===== config.mk =====
export PLATFORM = sky130hd
export DESIGN_NAME = pll_recfg_ctrl
export DESIGN_NICKNAME = d
export VERILOG_FILES = /design/src/rtl/pll_recfg_pkg.sv /design/src/rtl/pll_lock_qual.sv /design/src/rtl/pll_recfg_ctrl.sv
export SDC_FILE = /design/constraint.sdc
export NUM_CORES = 1
export LEC_CHECK = 0
export ABC_AREA = 1
export BUFFER_PORTS_ARGS = -buffer_cell sky130_fd_sc_hd__buf_2
export CAP_MARGIN = 20
export CORE_AREA = 2 2 95 88
export CTS_BUF_LIST = sky130_fd_sc_hd__clkbuf_4 sky130_fd_sc_hd__clkbuf_8 sky130_fd_sc_hd__clkbuf_16
export CTS_CLUSTER_SIZE = 20
export DETAILED_ROUTE_END_ITERATION = 12
export DIE_AREA = 0 0 97 90
export HOLD_SLACK_MARGIN = 0.15
export PLACE_DENSITY = 0.69
export SLEW_MARGIN = 20
export SYNTH_ARGS = -nofsm -noshare
export SYNTH_HDL_FRONTEND = slang
export SYNTH_SLANG_ARGS = --single-unit

===== constraint.sdc =====
create_clock -name clk -period 1.98 [get_ports clk]
set_input_delay 0.099 -clock clk [delete_from_list [all_inputs] [get_ports clk]]
set_output_delay 0.099 -clock clk [all_outputs]
set_load 0.05 [all_outputs]

===== src/rtl/pll_recfg_pkg.sv =====
// Shared constants for the PLL dynamic-reconfiguration controller: MD opcodes,
// controller state encodings and error codes.
package pll_recfg_pkg;

  localparam logic [1:0] MD_NOP     = 2'b00;
  localparam logic [1:0] MD_WRITE   = 2'b01;
  localparam logic [1:0] MD_READ    = 2'b10;
  localparam logic [1:0] MD_SETADDR = 2'b11;

  localparam logic [3:0] ST_IDLE      = 4'd0;
  localparam logic [3:0] ST_RST_WAIT  = 4'd1;
  localparam logic [3:0] ST_FETCH     = 4'd2;
  localparam logic [3:0] ST_SETADDR   = 4'd3;
  localparam logic [3:0] ST_WRITE     = 4'd4;
  localparam logic [3:0] ST_VERIFY    = 4'd5;
  localparam logic [3:0] ST_RELEASE   = 4'd6;
  localparam logic [3:0] ST_WAIT_LOCK = 4'd7;
  localparam logic [3:0] ST_DONE      = 4'd8;
  localparam logic [3:0] ST_ABORT     = 4'd9;

  localparam logic [1:0] ERR_NONE     = 2'b00;
  localparam logic [1:0] ERR_VERIFY   = 2'b01;
  localparam logic [1:0] ERR_LOCK_TMO = 2'b10;

  // States during which the PLL is held in reset while the MD port is programmed.
  function automatic logic holds_pll_reset(input logic [3:0] st);
    return (st == ST_RST_WAIT) || (st == ST_FETCH) || (st == ST_SETADDR) ||
           (st == ST_WRITE) || (st == ST_VERIFY);
  endfunction

endpackage


===== src/rtl/pll_lock_qual.sv =====
// Lock qualifier: synchronizes the raw PLL lock, demands LOCK_STABLE consecutive
// high samples while run is set, and flags a timeout after LOCK_TMO run cycles.
module pll_lock_qual #(
  parameter int LOCK_STABLE = 64,
  parameter int LOCK_TMO    = 65536
) (
  input  logic clk,
  input  logic rst,
  input  logic pll_lock,
  input  logic start,
  input  logic run,
  output logic locked,
  output logic timeout
);

  localparam int SW = $clog2(LOCK_STABLE + 1);
  localparam int TW = $clog2(LOCK_TMO);

  logic [1:0]    sync_q, sync_d;
  logic [SW-1:0] stab_q, stab_d;
  logic [TW-1:0] tmo_q, tmo_d;
  logic          locked_q, locked_d;

  always_comb begin
    sync_d   = {sync_q[0], pll_lock};
    stab_d   = stab_q;
    tmo_d    = tmo_q;
    locked_d = locked_q;
    if (start) begin
      stab_d   = '0;
      tmo_d    = '0;
      locked_d = 1'b0;
    end else begin
      // Any low synced sample restarts the stability window and drops lock.
      if (!sync_q[1]) begin
        stab_d   = '0;
        locked_d = 1'b0;
      end else if (run && (stab_q != SW'(LOCK_STABLE))) begin
        stab_d = stab_q + 1'b1;
        if (stab_q == SW'(LOCK_STABLE - 1)) locked_d = 1'b1;
      end
      if (run) tmo_d = tmo_q + 1'b1;
    end
  end

  always_ff @(posedge clk or posedge rst) begin
    if (rst) begin
      sync_q   <= '0;
      stab_q   <= '0;
      tmo_q    <= '0;
      locked_q <= 1'b0;
    end else begin
      sync_q   <= sync_d;
      stab_q   <= stab_d;
      tmo_q    <= tmo_d;
      locked_q <= locked_d;
    end
  end

  assign locked  = locked_q & sync_q[1];
  assign timeout = run && (tmo_q == TW'(LOCK_TMO - 1));

endmodule


===== src/rtl/pll_recfg_ctrl.sv =====
// PLL dynamic-config sequencer: streams (addr,data) beats into the MD port with the PLL
// held in reset, then qualifies lock. Define PLL_RECFG_VERIFY_EN for read-back verify.
module pll_recfg_ctrl
  import pll_recfg_pkg::*;
#(
  parameter int RST_HOLD    = 16,
  parameter int RD_LAT      = 2,
  parameter int LOCK_STABLE = 64,
  parameter int LOCK_TMO    = 65536
) (
  input  logic       clk,
  input  logic       reset,
  input  logic       cfg_valid,
  output logic       cfg_ready,
  input  logic [7:0] cfg_addr,
  input  logic [7:0] cfg_data,
  input  logic       cfg_last,
  output logic       busy,
  output logic       done,
  output logic       err,
  output logic [1:0] err_code,
  output logic       pll_locked,
  input  logic       pll_lock,
  output logic       pll_reset,
  output logic       mdclk,
  output logic [1:0] mdopc,
  output logic       mdainc,
  output logic [7:0] mdwdi,
  input  logic [7:0] mdrdo,
  output logic [3:0] dbg_state
);

  localparam int HW = (RST_HOLD > 1) ? $clog2(RST_HOLD) : 1;
  // Verify step at which mdrdo is sampled: read-op mdclk rise is step 4.
  localparam logic [3:0] V_CMP = 4'(4 + RD_LAT);

  logic [3:0]    state_q, state_d;
  logic [3:0]    ph_q, ph_d;
  logic [HW-1:0] hold_q, hold_d;
  logic [7:0]    addr_q, addr_d, data_q, data_d, cur_addr_q, cur_addr_d;
  logic          last_q, last_d, cur_vld_q, cur_vld_d, cfg_ready_q, cfg_ready_d;
  logic [1:0]    err_code_q, err_code_d;
  logic          accept, qual_locked, qual_timeout;
  logic [3:0]    after_write;

  // cfg_valid/cfg_ready: a beat transfers on any clk edge where both are high; cfg_addr,
  // cfg_data and cfg_last must be stable while cfg_valid is high and not yet accepted.
  assign accept      = cfg_valid & cfg_ready_q;
  assign after_write = last_q ? ST_RELEASE : ST_FETCH;

  always_comb begin
    state_d    = state_q;
    ph_d       = ph_q;
    hold_d     = hold_q;
    addr_d     = addr_q;
    data_d     = data_q;
    last_d     = last_q;
    cur_addr_d = cur_addr_q;
    cur_vld_d  = cur_vld_q;
    err_code_d = err_code_q;
    case (state_q)
      ST_IDLE: if (accept) begin
        addr_d     = cfg_addr;
        data_d     = cfg_data;
        last_d     = cfg_last;
        cur_vld_d  = 1'b0;
        err_code_d = ERR_NONE;
        hold_d     = '0;
        state_d    = ST_RST_WAIT;
      end
      ST_RST_WAIT: begin
        hold_d = hold_q + 1'b1;
        if (hold_q == HW'(RST_HOLD - 1)) begin
          ph_d    = '0;
          state_d = ST_SETADDR;
        end
      end
      ST_FETCH: if (accept) begin
        addr_d  = cfg_addr;
        data_d  = cfg_data;
        last_d  = cfg_last;
        ph_d    = '0;
        state_d = (cur_vld_q && (cfg_addr == cur_addr_q)) ? ST_WRITE : ST_SETADDR;
      end
      ST_SETADDR: begin
        ph_d = ph_q + 4'd1;
        if (ph_q == 4'd2) begin
          cur_addr_d = addr_q;
          cur_vld_d  = 1'b1;
          ph_d       = '0;
          state_d    = ST_WRITE;
        end
      end
      ST_WRITE: begin
        ph_d = ph_q + 4'd1;
        if (ph_q == 4'd2) begin
          cur_addr_d = cur_addr_q + 8'd1;
          ph_d       = '0;
`ifdef PLL_RECFG_VERIFY_EN
          state_d    = ST_VERIFY;
`else
          state_d    = after_write;
`endif
        end
      end
`ifdef PLL_RECFG_VERIFY_EN
      ST_VERIFY: begin
        ph_d = ph_q + 4'd1;
        if (ph_q == 4'd2) cur_addr_d = addr_q;
        if (ph_q == V_CMP) begin
          cur_addr_d = addr_q + 8'd1;
          ph_d       = '0;
          if (mdrdo != data_q) begin
            err_code_d = ERR_VERIFY;
            state_d    = ST_ABORT;
          end else begin
            state_d = after_write;
          end
        end
      end
`endif
      ST_RELEASE: state_d = ST_WAIT_LOCK;
      ST_WAIT_LOCK: begin
        if (qual_locked) begin
          state_d = ST_DONE;
        end else if (qual_timeout) begin
          err_code_d = ERR_LOCK_TMO;
          state_d    = ST_ABORT;
        end
      end
      default: state_d = ST_IDLE;
    endcase
    cfg_ready_d = (state_d == ST_IDLE) || (state_d == ST_FETCH);
  end

  always_ff @(posedge clk or posedge reset) begin
    if (reset) begin
      state_q     <= ST_IDLE;
      ph_q        <= '0;
      hold_q      <= '0;
      addr_q      <= '0;
      data_q      <= '0;
      last_q      <= 1'b0;
      cur_addr_q  <= '0;
      cur_vld_q   <= 1'b0;
      err_code_q  <= ERR_NONE;
      cfg_ready_q <= 1'b0;
    end else begin
      state_q     <= state_d;
      ph_q        <= ph_d;
      hold_q      <= hold_d;
      addr_q      <= addr_d;
      data_q      <= data_d;
      last_q      <= last_d;
      cur_addr_q  <= cur_addr_d;
      cur_vld_q   <= cur_vld_d;
      err_code_q  <= err_code_d;
      cfg_ready_q <= cfg_ready_d;
    end
  end

  // Each MD op: step 0 drives with mdclk low, step 1 raises mdclk, step 2 returns to nop.
  always_comb begin
    mdopc  = MD_NOP;
    mdwdi  = '0;
    mdainc = 1'b0;
    mdclk  = 1'b0;
    case (state_q)
      ST_SETADDR: if (ph_q != 4'd2) begin
        mdopc = MD_SETADDR;
        mdwdi = addr_q;
        mdclk = ph_q[0];
      end
      ST_WRITE: if (ph_q != 4'd2) begin
        mdopc  = MD_WRITE;
        mdwdi  = data_q;
        mdainc = 1'b1;
        mdclk  = ph_q[0];
      end
`ifdef PLL_RECFG_VERIFY_EN
      ST_VERIFY: begin
        if (ph_q < 4'd2) begin
          mdopc = MD_SETADDR;
          mdwdi = addr_q;
          mdclk = ph_q[0];
        end else if ((ph_q == 4'd3) || (ph_q == 4'd4)) begin
          mdopc  = MD_READ;
          mdainc = 1'b1;
          mdclk  = (ph_q == 4'd4);
        end
      end
`endif
      default: ;
    endcase
  end

`ifndef PLL_RECFG_VERIFY_EN
  logic unused_verify;
  assign unused_verify = ^{mdrdo, V_CMP};
`endif

  pll_lock_qual #(
    .LOCK_STABLE(LOCK_STABLE),
    .LOCK_TMO   (LOCK_TMO)
  ) u_lock_qual (
    .clk     (clk),
    .rst     (reset),
    .pll_lock(pll_lock),
    .start   ((state_q == ST_RELEASE) || ((state_q == ST_IDLE) && accept)),
    .run     (state_q == ST_WAIT_LOCK),
    .locked  (qual_locked),
    .timeout (qual_timeout)
  );

  assign cfg_ready  = cfg_ready_q;
  assign busy       = (state_q != ST_IDLE);
  assign done       = (state_q == ST_DONE);
  assign err        = (state_q == ST_ABORT);
  assign err_code   = err_code_q;
  assign pll_locked = qual_locked;
  assign pll_reset  = holds_pll_reset(state_q);
  assign dbg_state  = state_q;

endmodule

# ---- Word level (Yosys, flattened, before mapping)
# Index checks and enable logic that the tools add are counted.
dict set report totals {
  reg_bits 67
  latch_bits 0
  ramBits 0
  rom_bits 0
  mem_count 0
}
dict set report classes {
  add_sub_neg 5
  mul 0
  n_div 0
  magnitude_cmp 0
  eq_ne 26
  shifts 0
  n_mux 44
  n_bitwise 2
  reduce_logical 28
}
# cell count
set op_table {}
lappend op_table {{$mux 4} 10}
lappend op_table {{$mux 16} 2}
lappend op_table {{$mux 8} 4}
lappend op_table {{$pmux 8 s2} 2}
lappend op_table {{$pmux 4 s7} 1}
lappend op_table {{$mux 7} 3}
lappend op_table {{$add 16x1->16 const B} 1}
lappend op_table {{$eq 16x16->1 const B} 1}
lappend op_table {{$eq 4x2->1 const B} 4}
lappend op_table {{$eq 4x3->1 const B} 4}
lappend op_table {{$ne 2x2->1 const B} 7}
lappend op_table {{$eq 4x4->1 const B} 3}
lappend op_table {{$pmux 4 s3} 1}
lappend op_table {{$mux 1} 11}
lappend op_table {{$reduce_bool 2->1} 5}
lappend op_table {{$reduce_and 3->1} 3}
lappend op_table {{$add 4x1->4 const B} 2}
lappend op_table {{$add 8x1->8 const B} 1}
lappend op_table {{$eq 8x8->1} 1}
lappend op_table {{$logic_not 4->1} 2}
lappend op_table {{$mux 2} 4}
lappend op_table {{$pmux 2 s2} 2}
lappend op_table {{$pmux 4 s2} 1}
lappend op_table {{$add 7x1->7 const B} 1}
lappend op_table {{15 further kinds} 29}

# ---- Logic depth before layout (Yosys ltp)
dict set report depth {
  depth_word 7
  depth_mapped 10
}

# ---- Cells and area by module
# From an unflattened synthesis, not the netlist that was laid out.
dict set report hier_totals {
  hier_cells 483
  hier_area_um2 3798.6
}
# mod instances cells_per_inst area_each_um2 seq_area_each_um2
set by_module_without_submodules {}
lappend by_module_without_submodules {pll_recfg_ctrl 1 281 2292.2 1001.0}
lappend by_module_without_submodules {pll_lock_qual 1 202 1506.4 650.6}

# ---- Least setup slack after synthesis
# Ideal clock, no wire load.
dict set report synth_path {
  path_kind {reg2out}
  startpoint {reg state_q[2] (netlist: dbg_state[2])}
  endpoint {out mdclk}
  t_arrival_ns 2.349
  path_slack_ns -0.468
  stages_incl_launch_ff 9
  path_buffers 0
  cell_sequence {dfrtp_1 -> inv_2 -> nor2_4 -> nand2_2 -> inv_2 -> nand2_4 -> nand2_1 -> inv_1 -> nor2_1}
}
dict set report synth_via {
  elab_chain_len 3
}
# element line_no
set synth_lines {}
lappend synth_lines {{from (decl)} pll_recfg_ctrl.sv:37} ;# logic [3:0] state_q, state_d;
lappend synth_lines {{from (signal assigned)} pll_recfg_ctrl.sv:149} ;# state_q <= state_d;
lappend synth_lines {{$eq 4x2->1 or $eq 4x3->1 (tied branches)} pll_recfg_ctrl.sv:168} ;# case (state_q)
lappend synth_lines {{$reduce_or 2->1 (no source line) (*)} -}
lappend synth_lines {{$mux 1 (*)} -}
lappend synth_lines {{to (decl)} pll_recfg_ctrl.sv:25} ;# output logic mdclk,
# Mark *: on every way between the ends. The rest lies on a longest branch, timed or not.

# ---- Worst setup path in the final report
dict set report layout_path {
  startpoint {reg ph_q[0]}
  endpoint {out mdwdi[1]}
}
dict set report layout_via {
  elab_chain_len 3
}
# element line_no
set layout_lines {}
lappend layout_lines {{from (decl)} pll_recfg_ctrl.sv:38} ;# logic [3:0] ph_q, ph_d;
lappend layout_lines {{from (signal assigned)} pll_recfg_ctrl.sv:150} ;# ph_q <= ph_d;
lappend layout_lines {{$ne 4x2->1 (*)} {pll_recfg_ctrl.sv:169, pll_recfg_ctrl.sv:174}}
lappend layout_lines {{$mux 8, on equally long branches} {pll_recfg_ctrl.sv:174, pll_recfg_ctrl.sv:169}}
lappend layout_lines {{$pmux 8 s2 (*)} pll_recfg_ctrl.sv:168}
lappend layout_lines {{to (decl)} pll_recfg_ctrl.sv:28} ;# output logic [7:0] mdwdi,
# Marked as above.

==> metrics.yaml <==
status: "completed"
synthMuxAreaShare_pct: 0.909
row_count: 31
synth-compound-area-share_pct: 10.9
numCtsBuffers: 9
cts_tree: "built"
port_buffers: 43
yosys.area_share.simple_pct: 28.3
cts_root_buf: "clkbuf_8"
maxSlewHeadroom_pct: 51.8
ys_types: 33
setup_viol: 0
p_seq_share_pct: 48.0
slowest_delay_ns: 0.35
vias: 3348
grt_max_degree: 34
clk_latency_ns: 0.34
nets: 595
antenna_found_initial: 0
synth_xor_xnor_area_share_pct: 3.30
cts.path.max_buffers: 2
rsz0062_at_grt: "true"
final-hold-violation-count: 0
ys_ff_latch: 66
final_cell_mix: "nand2_1, inv_1, dfrtp_1, nor2_1, buf_2"
path_common_cell: "buf_4"
initial_core_util_pct: 47.7
startpoint_type: "flop"
cp-end-kind: "output port"
fmax_mhz: 530
synth_seq_area_share_pct: 44.4
critPathTopFamily: "buffers and inverters"
synth_top_area_cell: "dfrtp_1"
syn_nets: 516
p_sw_w: 0.000613
routabilityCongestion: 0.860
syn_area_um2: 3720
routed_wl_um: 8820
die_x_um: 97
overflow: 0
ys_top_cells_by_area: "dfrtp_1, nand2_1, inv_1"
skew_ns: 0.00817
syn_avg_cell_area_um2: 7.74
worstPathRequired_ns: 1.88
path_buf_inv: 3
dp_hpwl_um: 6420
h-tree-depth: 3
wl_per_cell_um: 13.3
pwr-share-clk_pct: 47.5
grt_pass1_vias: 3318
synth_top_family_by_area: "simple AND/OR/NAND/NOR gates"
netlist.area_leader.share_pct: 44.4
p_leak_nw: 2.34
critPathMaxFanout: 9
num_antenna_cells: 0
synth_fa_ha_area_share_pct: 2.36
critical_path_class: "reg -> out"
maxCapViolations: 0
track_usage_pct: 21.3
regArea_um2: 1660
via_per_inst: 5.05
final_common_cell: "nand2_1"
die_y_um: 90
post-route-min-period_ns: 1.89
grt_pass1_wl_um: 15300
vdd_drop_max_mv: 0.392
powerDensity_nw_per_um2: 612
clock-sinks: 66
coreArea_um2: 7800
drt_iter0_drc: 150
drive_above_1_share_pct: 20.7
final_antenna_net_count: 0
p_total_w: 0.00284
finalCritPeriodShare_pct: 95.2
final_max_slew_viol_count: 0
cp_slowest_cell: "dfrtp_1"
r2r_slack_ns: 0.14
yosysWarnings: 0
path_clk_slew_ns: 0.07
swShare_pct: 21.6
synthToLayoutAreaGrowth_pct: 24.7
cp_cell_sequence: "inv_1, ha_1, nand3_4, nand2_2, buf_4, o22ai_1, buf_4"
synthCells: 480
arrival_ns: 1.79
p_int_w: 0.00222
drc: 0
p_comb_share_pct: 4.5
fin_setup_tns_ns: 0
fill_cells: 692
worst_pin_slew_ns: 0.722
multiInputGateArea_um2: 1760
num_io_pins: 53
hold_class: "in -> reg"
first_pass_iters: 4
die-area_um2: 8730
-- worst paths after layout --
check / depth (start not counted) / start / to
max: 7 / ph_q[0] / mdwdi[1]
min: 5 / cfg_valid / dbg_state[0]
max reg2reg: 8 / dbg_state[3] / u_lock_qual.stab_q[4]
min reg2reg: 0 / u_lock_qual.sync_q[0] / u_lock_qual.sync_q[1]
max in group asynchronous: 4 / reset / dbg_state[3]
min in group asynchronous: 3 / reset / data_q[7]
-- power groups by stage --
stage / sequential (W) / combinational [W] / clock [W]
after global routing: 0.00136 / 0.000145 / 0.00143
after CTS: 0.00136 / 0.000128 / 0.00135
final: 0.00136 / 0.000127 / 0.00135
after floorplan: 0.00139 / 0.0000548 / 0
after detailed placement: 0.00139 / 0.0000991 / 0
after global placement: 0.00139 / 0.0000970 / 0
-- through the flow --
step	cells	hold WS (ns)	instance area (um^2)	utilization, %	setup slack (ns)
final	663	0.227	4630	59.4	0.0949
after global routing	663	0.249	4630	59.4	-0.0123
after CTS	658	0.222	4570	58.7	0.0132
after detailed placement	622	0.210	4110	52.7	0.156
after global placement	622	0.212	4110	52.7	0.232
after floorplan	480	0.130	3740	-	-0.142
-- Yosys cell counts (all sizes together) --
master and instances:
o22ai 6, dfrtp 66, xor2 10, o21a 5, clkinv 1, a22o 1
conb 1, mux2 3, or2 1, nor3 16, inv 78, a21oi 25
o21ai 38, clkbuf 2, nor2 67, nand4 13, xnor2 4, o211ai 1
nand3 29, nand2 100, buf 6, ha 7
-- worst register-to-register path, stage by stage, from the launching register on --
cell	delay [ns]
dfrtp_2	0.45
inv_2	0.14
nand2_1	0.09
nor2_2	0.30
nand2_1	0.11
inv_1	0.24
nand3_1	0.13
o21ai_0	0.21
nor2_1	0.06
-- metal layers --
| layer | global-route usage, % | routed length (um) |
|---|---|---|
| met1 | 29.3 | 4200 |
| met2 | 34.8 | 4160 |
| met3 | 3.73 | 366 |
| met4 | 6.22 | 102 |
| met5 | 0 | 0 |
-- timing repair --
action                     in CTS  in global routing
hold endpoints to repair       49                  0
hold buffers                   19                  0
pin swaps                       0                  2
resized for setup              10                 10
setup endpoints to repair       9                 11
setup buffers                   1                  5
-- final cells by class --
type | instances | area share [%]
multi-input combinational | 327 | 38.0
sequential | 66 | 35.7
timing repair buffer | 76 | 12.0
inverter | 79 | 6.48
clock buffer | 12 | 3.56
tap | 99 | 2.67
clock inverter | 4 | 1.57
-- sequential cells by signal, summed over array words and instances, names as in the netlist --
signal	count
last_q	1
addr_q	8
hold_q	4
u_lock_qual.stab_q	7
cfg_ready	1
err_code	1
u_lock_qual.tmo_q	16
data_q	8
cur_vld_q	1
dbg_state	4
ph_q	4
u_lock_qual.locked_q	1
u_lock_qual.sync_q	2
cur_addr_q	8
-- cell families (layout without fill, tap and decap cells) --
group                    after synthesis  in the layout
AND/OR/NAND/NOR                      226            226
buffers and inverters                 87            171
AO/OA/AOI/OAI                         76             76
flip-flops                            66             66
XOR/XNOR                              14             14
adder cells (fa/ha/maj)                7              7
multiplexers                           3              3
other                                  1              1
No activity file was read; power rests on OpenSTA's default activity.
